**src/rtl/truth_table_scanner_if.sv**
```systemverilog
// Signal bundle between the truth-table scanner and its board/bench side.
//   start_pin, step_pin : raw (upstream-debounced) buttons
//   mode_pin            : 0 = auto dwell, 1 = single-step
//   dut_out             : response of the circuit under test
//   dut_in              : vector applied to the circuit under test
//   table_out           : captured table, bit k = response to vector k
//   busy, done          : scan status
// The slave modport is the scanner; master is whatever drives the buttons.
interface truth_table_scanner_if #(
    parameter int N_IN = 3
);
    logic                 start_pin;
    logic                 step_pin;
    logic                 mode_pin;
    logic                 dut_out;
    logic [N_IN-1:0]      dut_in;
    logic [2**N_IN-1:0]   table_out;
    logic                 busy;
    logic                 done;

    modport master (
        output start_pin, step_pin, mode_pin, dut_out,
        input  dut_in, table_out, busy, done
    );

    modport slave (
        input  start_pin, step_pin, mode_pin, dut_out,
        output dut_in, table_out, busy, done
    );
endinterface

```
**src/rtl/truth_table_scanner.sv**
```systemverilog
// Truth-table scanner: walks the inputs of a small combinational circuit
// through all 2**N_IN vectors in ascending order, holds each for
// SETTLE_CYCLES, samples the single output into table_out, then either
// dwells DWELL_CYCLES (auto) or waits for a step button (step mode).
// Ports:
//   clk_pin : system clock
//   rst_pin : asynchronous active-high reset, clears everything
//   io      : scanner side of truth_table_scanner_if (buttons, mode
//             switch, circuit output in; vector, table, busy, done out)
module truth_table_scanner #(
    parameter int N_IN          = 3,
    parameter int SETTLE_CYCLES = 4,
    parameter int DWELL_CYCLES  = 100000000
) (
    input  logic                  clk_pin,
    input  logic                  rst_pin,
    truth_table_scanner_if.slave  io
);
    localparam int TBL_W   = 2**N_IN;
    localparam int CNT_MAX = (SETTLE_CYCLES > DWELL_CYCLES) ? SETTLE_CYCLES : DWELL_CYCLES;
    localparam int CNT_W   = (CNT_MAX > 1) ? $clog2(CNT_MAX) : 1;

    localparam logic [CNT_W-1:0] SETTLE_LAST = CNT_W'(SETTLE_CYCLES - 1);
    localparam logic [CNT_W-1:0] DWELL_LAST  = CNT_W'(DWELL_CYCLES - 1);
    localparam logic [N_IN-1:0]  VEC_LAST    = '1;

    typedef enum logic [2:0] {
        S_IDLE,
        S_APPLY,
        S_CAPTURE,
        S_WAIT,
        S_DONE
    } state_t;

    state_t             state_q, state_d;
    logic [CNT_W-1:0]   cnt_q, cnt_d;
    logic [N_IN-1:0]    vec_q, vec_d;
    logic [TBL_W-1:0]   table_q, table_d;
    logic               mode_q, mode_d;

    // Two synchronizer stages plus one delay stage per button.
    logic start_s1_q, start_s1_d, start_s2_q, start_s2_d, start_s3_q, start_s3_d;
    logic step_s1_q, step_s1_d, step_s2_q, step_s2_d, step_s3_q, step_s3_d;
    logic start_pulse, step_pulse;

    assign start_pulse = start_s2_q & ~start_s3_q;
    assign step_pulse  = step_s2_q & ~step_s3_q;

    // State register
    always_ff @(posedge clk_pin or posedge rst_pin) begin
        if (rst_pin) begin
            state_q    <= S_IDLE;
            cnt_q      <= '0;
            vec_q      <= '0;
            table_q    <= '0;
            mode_q     <= 1'b0;
            start_s1_q <= 1'b0;
            start_s2_q <= 1'b0;
            start_s3_q <= 1'b0;
            step_s1_q  <= 1'b0;
            step_s2_q  <= 1'b0;
            step_s3_q  <= 1'b0;
        end else begin
            state_q    <= state_d;
            cnt_q      <= cnt_d;
            vec_q      <= vec_d;
            table_q    <= table_d;
            mode_q     <= mode_d;
            start_s1_q <= start_s1_d;
            start_s2_q <= start_s2_d;
            start_s3_q <= start_s3_d;
            step_s1_q  <= step_s1_d;
            step_s2_q  <= step_s2_d;
            step_s3_q  <= step_s3_d;
        end
    end

    // Next-state logic
    always_comb begin
        state_d    = state_q;
        cnt_d      = cnt_q;
        vec_d      = vec_q;
        table_d    = table_q;
        mode_d     = mode_q;
        start_s1_d = io.start_pin;
        start_s2_d = start_s1_q;
        start_s3_d = start_s2_q;
        step_s1_d  = io.step_pin;
        step_s2_d  = step_s1_q;
        step_s3_d  = step_s2_q;

        case (state_q)
            S_IDLE, S_DONE: begin
                if (start_pulse) begin
                    mode_d  = io.mode_pin;
                    table_d = '0;
                    vec_d   = '0;
                    cnt_d   = '0;
                    state_d = S_APPLY;
                end
            end
            S_APPLY: begin
                if (cnt_q == SETTLE_LAST) begin
                    cnt_d   = '0;
                    state_d = S_CAPTURE;
                end else begin
                    cnt_d = cnt_q + CNT_W'(1);
                end
            end
            S_CAPTURE: begin
                table_d[vec_q] = io.dut_out;
                cnt_d          = '0;
                state_d        = (vec_q == VEC_LAST) ? S_DONE : S_WAIT;
            end
            S_WAIT: begin
                // Step mode ignores the dwell counter entirely; auto mode
                // ignores step pulses, so neither can leak into the other.
                if (mode_q) begin
                    if (step_pulse) begin
                        vec_d   = vec_q + N_IN'(1);
                        state_d = S_APPLY;
                    end
                end else if (cnt_q == DWELL_LAST) begin
                    cnt_d   = '0;
                    vec_d   = vec_q + N_IN'(1);
                    state_d = S_APPLY;
                end else begin
                    cnt_d = cnt_q + CNT_W'(1);
                end
            end
            default: begin
                state_d = S_IDLE;
            end
        endcase
    end

    // Outputs
    always_comb begin
        io.dut_in    = vec_q;
        io.table_out = table_q;
        io.busy      = (state_q == S_APPLY) || (state_q == S_CAPTURE) || (state_q == S_WAIT);
        io.done      = (state_q == S_DONE);
    end
endmodule

```
**src/flat_wrapper.sv**
```systemverilog
// flat-port wrapper written by rule: the top's interface ports become plain ports
module truth_table_scanner_flat 
#(
    parameter int N_IN          = 3,
    parameter int SETTLE_CYCLES = 4,
    parameter int DWELL_CYCLES  = 100000000
)
  (clk_pin, rst_pin, io_start_pin, io_step_pin, io_mode_pin, io_dut_out, io_dut_in, io_table_out, io_busy, io_done);
  truth_table_scanner_if #(.N_IN(N_IN)) io_i ();
  input  logic clk_pin;
  input  logic rst_pin;
  input wire logic [$bits(io_i.start_pin)-1:0] io_start_pin;
  input wire logic [$bits(io_i.step_pin)-1:0] io_step_pin;
  input wire logic [$bits(io_i.mode_pin)-1:0] io_mode_pin;
  input wire logic [$bits(io_i.dut_out)-1:0] io_dut_out;
  output wire logic [$bits(io_i.dut_in)-1:0] io_dut_in;
  output wire logic [$bits(io_i.table_out)-1:0] io_table_out;
  output wire logic [$bits(io_i.busy)-1:0] io_busy;
  output wire logic [$bits(io_i.done)-1:0] io_done;
  assign io_i.start_pin = io_start_pin;
  assign io_i.step_pin = io_step_pin;
  assign io_i.mode_pin = io_mode_pin;
  assign io_i.dut_out = io_dut_out;
  assign io_dut_in = io_i.dut_in;
  assign io_table_out = io_i.table_out;
  assign io_busy = io_i.busy;
  assign io_done = io_i.done;
  truth_table_scanner #(.N_IN(N_IN), .SETTLE_CYCLES(SETTLE_CYCLES), .DWELL_CYCLES(DWELL_CYCLES)) u_core (.clk_pin(clk_pin), .rst_pin(rst_pin), .io(io_i));
endmodule
```
**config.mk**
```make
export PLATFORM = sky130hd
export DESIGN_NAME = truth_table_scanner_flat
export DESIGN_NICKNAME = d
export VERILOG_FILES = /design/src/rtl/truth_table_scanner_if.sv /design/src/rtl/truth_table_scanner.sv /design/src/flat_wrapper.sv
export SDC_FILE = /design/constraint.sdc
export NUM_CORES = 1
export LEC_CHECK = 0
export ABC_AREA = 1
export CAP_MARGIN = 10
export CORE_ASPECT_RATIO = 0.75
export CORE_UTILIZATION = 40
export CTS_BUF_LIST = sky130_fd_sc_hd__clkbuf_4 sky130_fd_sc_hd__clkbuf_8 sky130_fd_sc_hd__clkbuf_16
export DETAILED_ROUTE_END_ITERATION = 6
export SLEW_MARGIN = 20
export SYNTH_ARGS = -nofsm -noshare
export SYNTH_HDL_FRONTEND = slang
export SYNTH_SLANG_ARGS = --single-unit
```
**constraint.sdc**
```tcl
create_clock -name clk_pin -period 1.5 [get_ports clk_pin]
set_input_delay 0.225 -clock clk_pin [delete_from_list [all_inputs] [get_ports clk_pin]]
set_output_delay 0.225 -clock clk_pin [all_outputs]
set_load 0.01 [all_outputs]
```
Word level (Yosys, flattened, before mapping):

Index checks and enable logic that the tools add are counted.
Widths: inputs -> output; s select.

* bits of input ports: 6
* bits in registers: 48

* reductions and logical operators: 13
* equal/unequal tests: 12
* multiplexer cells: 22
* bitwise logic cells: 4
* add/sub/neg operators: 2
* order comparisons: 2

Operators with widths (number)
* $mux 27: 4
* $pmux 27 s4: 1
* $mux 3: 10
* $add 27x1->27 const B: 1
* $eq 27x2->1 const B: 1
* $eq 27x27->1 const B: 1
* $pmux 8 s2: 1
* $pmux 3 s4: 1
* $bwmux 8: 1
* $mux 8: 1
* $reduce_and 4->1: 2
* $eq 3x2->1 const B: 2
* $eq 3x3->1 const B: 2
* $pmux 3 s2: 1
* $lt 3x4->1 const B: 1
* $ne 2x1->1 const B: 2
* $reduce_and 2->1: 2
* $reduce_bool 2->1: 2
* $reduce_bool 4->1: 1
* $add 3x1->3 const B: 1
* $demux 1 s3: 1
* $eq 3x1->1 const B: 1
* $ge 3x1->1 const B: 1
* $logic_not 3->1: 1
* 10 further kinds: 13

Longest topological paths before layout:

Gate-level depths: netlist of the first run.

* depth after elaboration: 6
* mapped depth: 11
* depth with buffers taken out: 11

Worst setup path before layout of the first run:

OpenSTA, ideal clock, no wires.

* kind: reg2reg
* from: register u_core.cnt_q[0]
* to: register u_core.cnt_q[19]
* stages on the path, launching flop included: 12
* period minus slack after synthesis: 1.540 ns
* path slack: -0.040 ns
* arrival: 1.425 ns
* library setup time: 0.114 ns
* buffers on the path: 1
* cell sequence: dfrtp_1 ha_1 nand3_1 inv_1 nand2_2 nor2_1 nand2_1 nand2_2 nand3_4 buf_6 nand3_1 inv_1

* word-level cells in the longest chain between the ends: 4

Ends and longest elaborated chain
* from (decl): RTL line truth_table_scanner.sv:36 `logic [CNT_W-1:0] cnt_q, cnt_d;`
* from (signal assigned): RTL line truth_table_scanner.sv:65 `cnt_q <= cnt_d;`
* $add 27x1->27 / $eq 27x27->1 (equally long branches): RTL line truth_table_scanner.sv:107, truth_table_scanner.sv:128, truth_table_scanner.sv:123
* $mux 27: RTL line truth_table_scanner.sv:123 `end else if (cnt_q == DWELL_LAST) begin`
* $mux 27: RTL line truth_table_scanner.sv:118 `if (mode_q) begin`
* $pmux 27 s4 *: RTL line truth_table_scanner.sv:92 `case (state_q)`

Mark *: on every way between the ends. The rest lies on a longest branch, timed or not. The select of a mux whose other input is x is not followed.
A chain may end at the register's enable or synchronous reset.

Worst setup path after layout of the first run:

* from: register u_core.cnt_q[8]
* to: register u_core.cnt_q[22]

The elaborated chain is that of the path after synthesis.

==> summary.md, run 1 <==
| Metric | Value |
|---|---|
| CTS tree | `built` |
| Sequential power share | `0.307` |
| Avg Synthesized Cell Area | `7.62 µm²` |
| Fin. max-slew vios | `0` |
| Most frequent cells in the layout | `nand2_1, buf_4, nor2_1, dfrtp_1, inv_1` |
| Max Root-Sink Buffers | `2` |
| Post-Syn Nets | `379` |
| Data arrival, critical path | `1880 ps` |
| Placed Area | `0.00353 mm²` |
| IO Pins | `19` |
| H-tree levels | `2` |
| Slew @ Worst Pin | `388 ps` |
| Final setup fails | `29` |
| CP max FO | `5` |
| Largest net degree at the start of global routing | `49` |
| Global placement routability congestion | `0.902` |
| Row count | `26` |
| Clk sink count | `48` |
| Skew final | `5.88 ps` |
| Synth cell types | `34` |
| DIE AREA | `0.00739 mm²` |
| Pwr Density | `1240 mW/mm²` |
| Area Growth Syn to Fin | `42.4%` |
| Net switching share of the total power | `0.410` |
| Gr ovfl total | `0` |
| RSZ-0062 raised after global routing | `yes` |
| Reg clk slew, reported paths | `90 ps` |
| Number of synthesized register bits | `48` |
| # nets final | `472` |
| Reg2reg end | `u_core.cnt_q[22]$_DFFE_PP0P_` |
| Num CTS Buffers | `5` |
| Hold Path Class | `in -> async` |
| Detail Route Antenna Nets | `0` |
| Antenna cell count | `0` |
| Dpl hpwl | `5580 µm` |
| Switching Power | `2.03 mW` |
| Synth Instances | `370` |
| Post-route setup slack | `-177 ps` |
| GRT Util Overall | `0.222` |
| Most common cell after layout, fill and taps aside | `nand2_1` |
| MaxCap Viol Count | `0` |
| Comb pwr share | `0.522` |
| Seq/Total Area, Yosys | `0.426` |
| Clk Latency, worst-skew pair | `300 ps` |
| Startpoint types | `flip-flop` |
| TritonRoute pass-1 iters | `4` |
| Tcrit/Tclk final | `1.12` |
| Status | `finished, violations left` |
| First-pass GRT wire length | `12,500 µm` |
| Die span in y | `74.7 µm` |
| Initial antenna violation count | `0` |
| Core ar. | `0.00680 mm²` |
| Int Power | `2.93 mW` |
| Critical path class | `reg -> reg` |
| Fin. Hold Viols | `0` |
| Shortest period the worst path allows | `1680 ps` |
| Mapped Area | `0.00282 mm²` |
| Per-cell routed wire length | `14.2 µm` |
| Fraction of layout cells with a size suffix above 1 | `0.361` |
| Port Buf Inserts | `18` |
| Die Span X | `98.9 µm` |
| R2r setup slk | `-180 ps` |
| Violated checks | `negative setup slack` |
| Static leakage | `1.89 nW` |
| Cell at the root of the clock tree | `clkbuf_8` |
| Crit path required time | `1700 ps` |
| Reg2reg start | `u_core.cnt_q[8]$_DFFE_PP0P_` |
| Synth Warn # | `0` |
| Fin Setup TNS | `-2650 ps` |
| Vias | `2,846` |
| Fin area | `0.00402 mm²` |
| Post-route DRC | `0` |
| Max_slew headroom | `0.739` |
| Post-DR vias/cell | `5.20` |
| Worst hold margin | `255 ps` |
| Fmax | `596 MHz` |
| Vias in the first global route | `2,529` |
| DRT iter0 DRCs | `203` |
| R2r worst-path depth | `8` |
| # hold bufs at CTS | `0` |
| CP Capture Type | `flip-flop` |
| Starting density of the core | `0.415` |
| VDD IR-drop max | `916 µV` |
| Clock power share | `0.171` |
| Routed WL | `7740 µm` |
## cell usage after synthesis (all sizes together)
master   n  share of area
o21ai   15          0.027
mux2i    1         0.0036
nand3   37          0.076
inv     53          0.071
a21oi    4         0.0084
xnor2    1         0.0031
o31ai    1         0.0027
nand4   11          0.024
nand2   88           0.12
o21bai   4          0.011
a32o     8          0.028
nor3    18          0.036
dfrtp   48           0.43
nor4     1         0.0022
ha       3          0.013
nand3b   1         0.0027
or2      1         0.0022
buf      5          0.016
and3     1         0.0022
a21o     1         0.0027
nor2    63           0.11
xor2     4          0.012
o22ai    1         0.0022
## final cells by class
type / instances / area (µm²)
repair buffers: 91 / 786
inverters: 53 / 211
fillers: 632 / 2780
flip-flops and latches: 48 / 1210
well taps: 84 / 105
clock buffers: 7 / 96.3
multi-input cells: 264 / 1610
## kinds of logic (layout without fill, tap and decap cells)
| group | count (synthesis) | count (layout) | synth area share |
|---|---|---|---|
| simple gates | 221 | 221 | 0.372 |
| flops | 48 | 48 | 0.426 |
| compound gates | 34 | 34 | 0.0817 |
| mux | 1 | 1 | 0.00355 |
| buf+inv | 58 | 151 | 0.0874 |
| xor+xnor | 5 | 5 | 0.0155 |
| fa+ha+maj | 3 | 3 | 0.0133 |
## layer usage
layer,up-vias,wire (µm),track usage
met5,-,0,0
met4,0,87,0.0464
met3,9,501,0.0418
met2,86,3350,0.335
met1,1356,3810,0.332
li1,1395,-,-
## registers in the layout (all words and copies together), names as in the netlist, 3 cells and up
signal,cells
u_core.cnt_q,27
u_core.io.dut_in,3
u_core.state_q,3
u_core.io.table_out,8
## through the flow
step                      cells  total power [mW]  setup WS [ps]   util
after detailed placement    524              3.63           -167  0.520
after global routing        547              5.26           -251  0.591
after floorplan             370              2.82          0.742      -
after CTS                   545              4.76           -124  0.569
final                       547              4.97           -177  0.591
after global placement      524              3.60           -143  0.520
## power groups by stage
stage | logic (mW) | clock network, mW | registers, mW
after floorplan | 1.26 | 0 | 1.56
after global placement | 2.05 | 0 | 1.55
after detailed placement | 2.07 | 0 | 1.55
after CTS | 2.36 | 0.877 | 1.51
after global routing | 2.79 | 0.924 | 1.54
final | 2.59 | 0.849 | 1.53
## worst max path at each step
stage | start | endpoint | slack, ps | depth (start not counted)
floorplan | u_core.cnt_q[0]$_DFFE_PP0P_ | u_core.cnt_q[19]$_DFFE_PP0P_ | 0.7 | 11
global placement | u_core.cnt_q[9]$_DFFE_PP0P_ | u_core.cnt_q[22]$_DFFE_PP0P_ | -140 | 8
detailed placement | u_core.cnt_q[1]$_DFFE_PP0P_ | u_core.cnt_q[22]$_DFFE_PP0P_ | -170 | 10
CTS | u_core.cnt_q[0]$_DFFE_PP0P_ | u_core.cnt_q[19]$_DFFE_PP0P_ | -120 | 11
global route | u_core.cnt_q[1]$_DFFE_PP0P_ | u_core.state_q[2]$_DFFE_PP0P_ | -250 | 10
finish | u_core.cnt_q[8]$_DFFE_PP0P_ | u_core.cnt_q[22]$_DFFE_PP0P_ | -180 | 8
## worst max-delay path, stage by stage, from the launching register on
cell and delay (ps):
dfrtp_1 400, nor2_1 190, nand3_1 190, nor2_4 160
nand2_2 90, nand2_2 100, nand3_4 140, buf_6 180
and3_4 140
## repair_timing
item	4_1_cts	5_1_grt
pin swaps	13	9
cloned	1	0
gates resized for setup	44	43
endpoints found under the setup margin	44	39
buffers inserted	13	2
Note: power is estimated with default switching activity, not from simulation.
==> inputs of run 2 (changes only) <==
CTS_CLUSTER_DIAMETER = 60   (was unset)
==> results of run 2 <==
No change in the layout: final DEF, timing and power equal those of run 1.
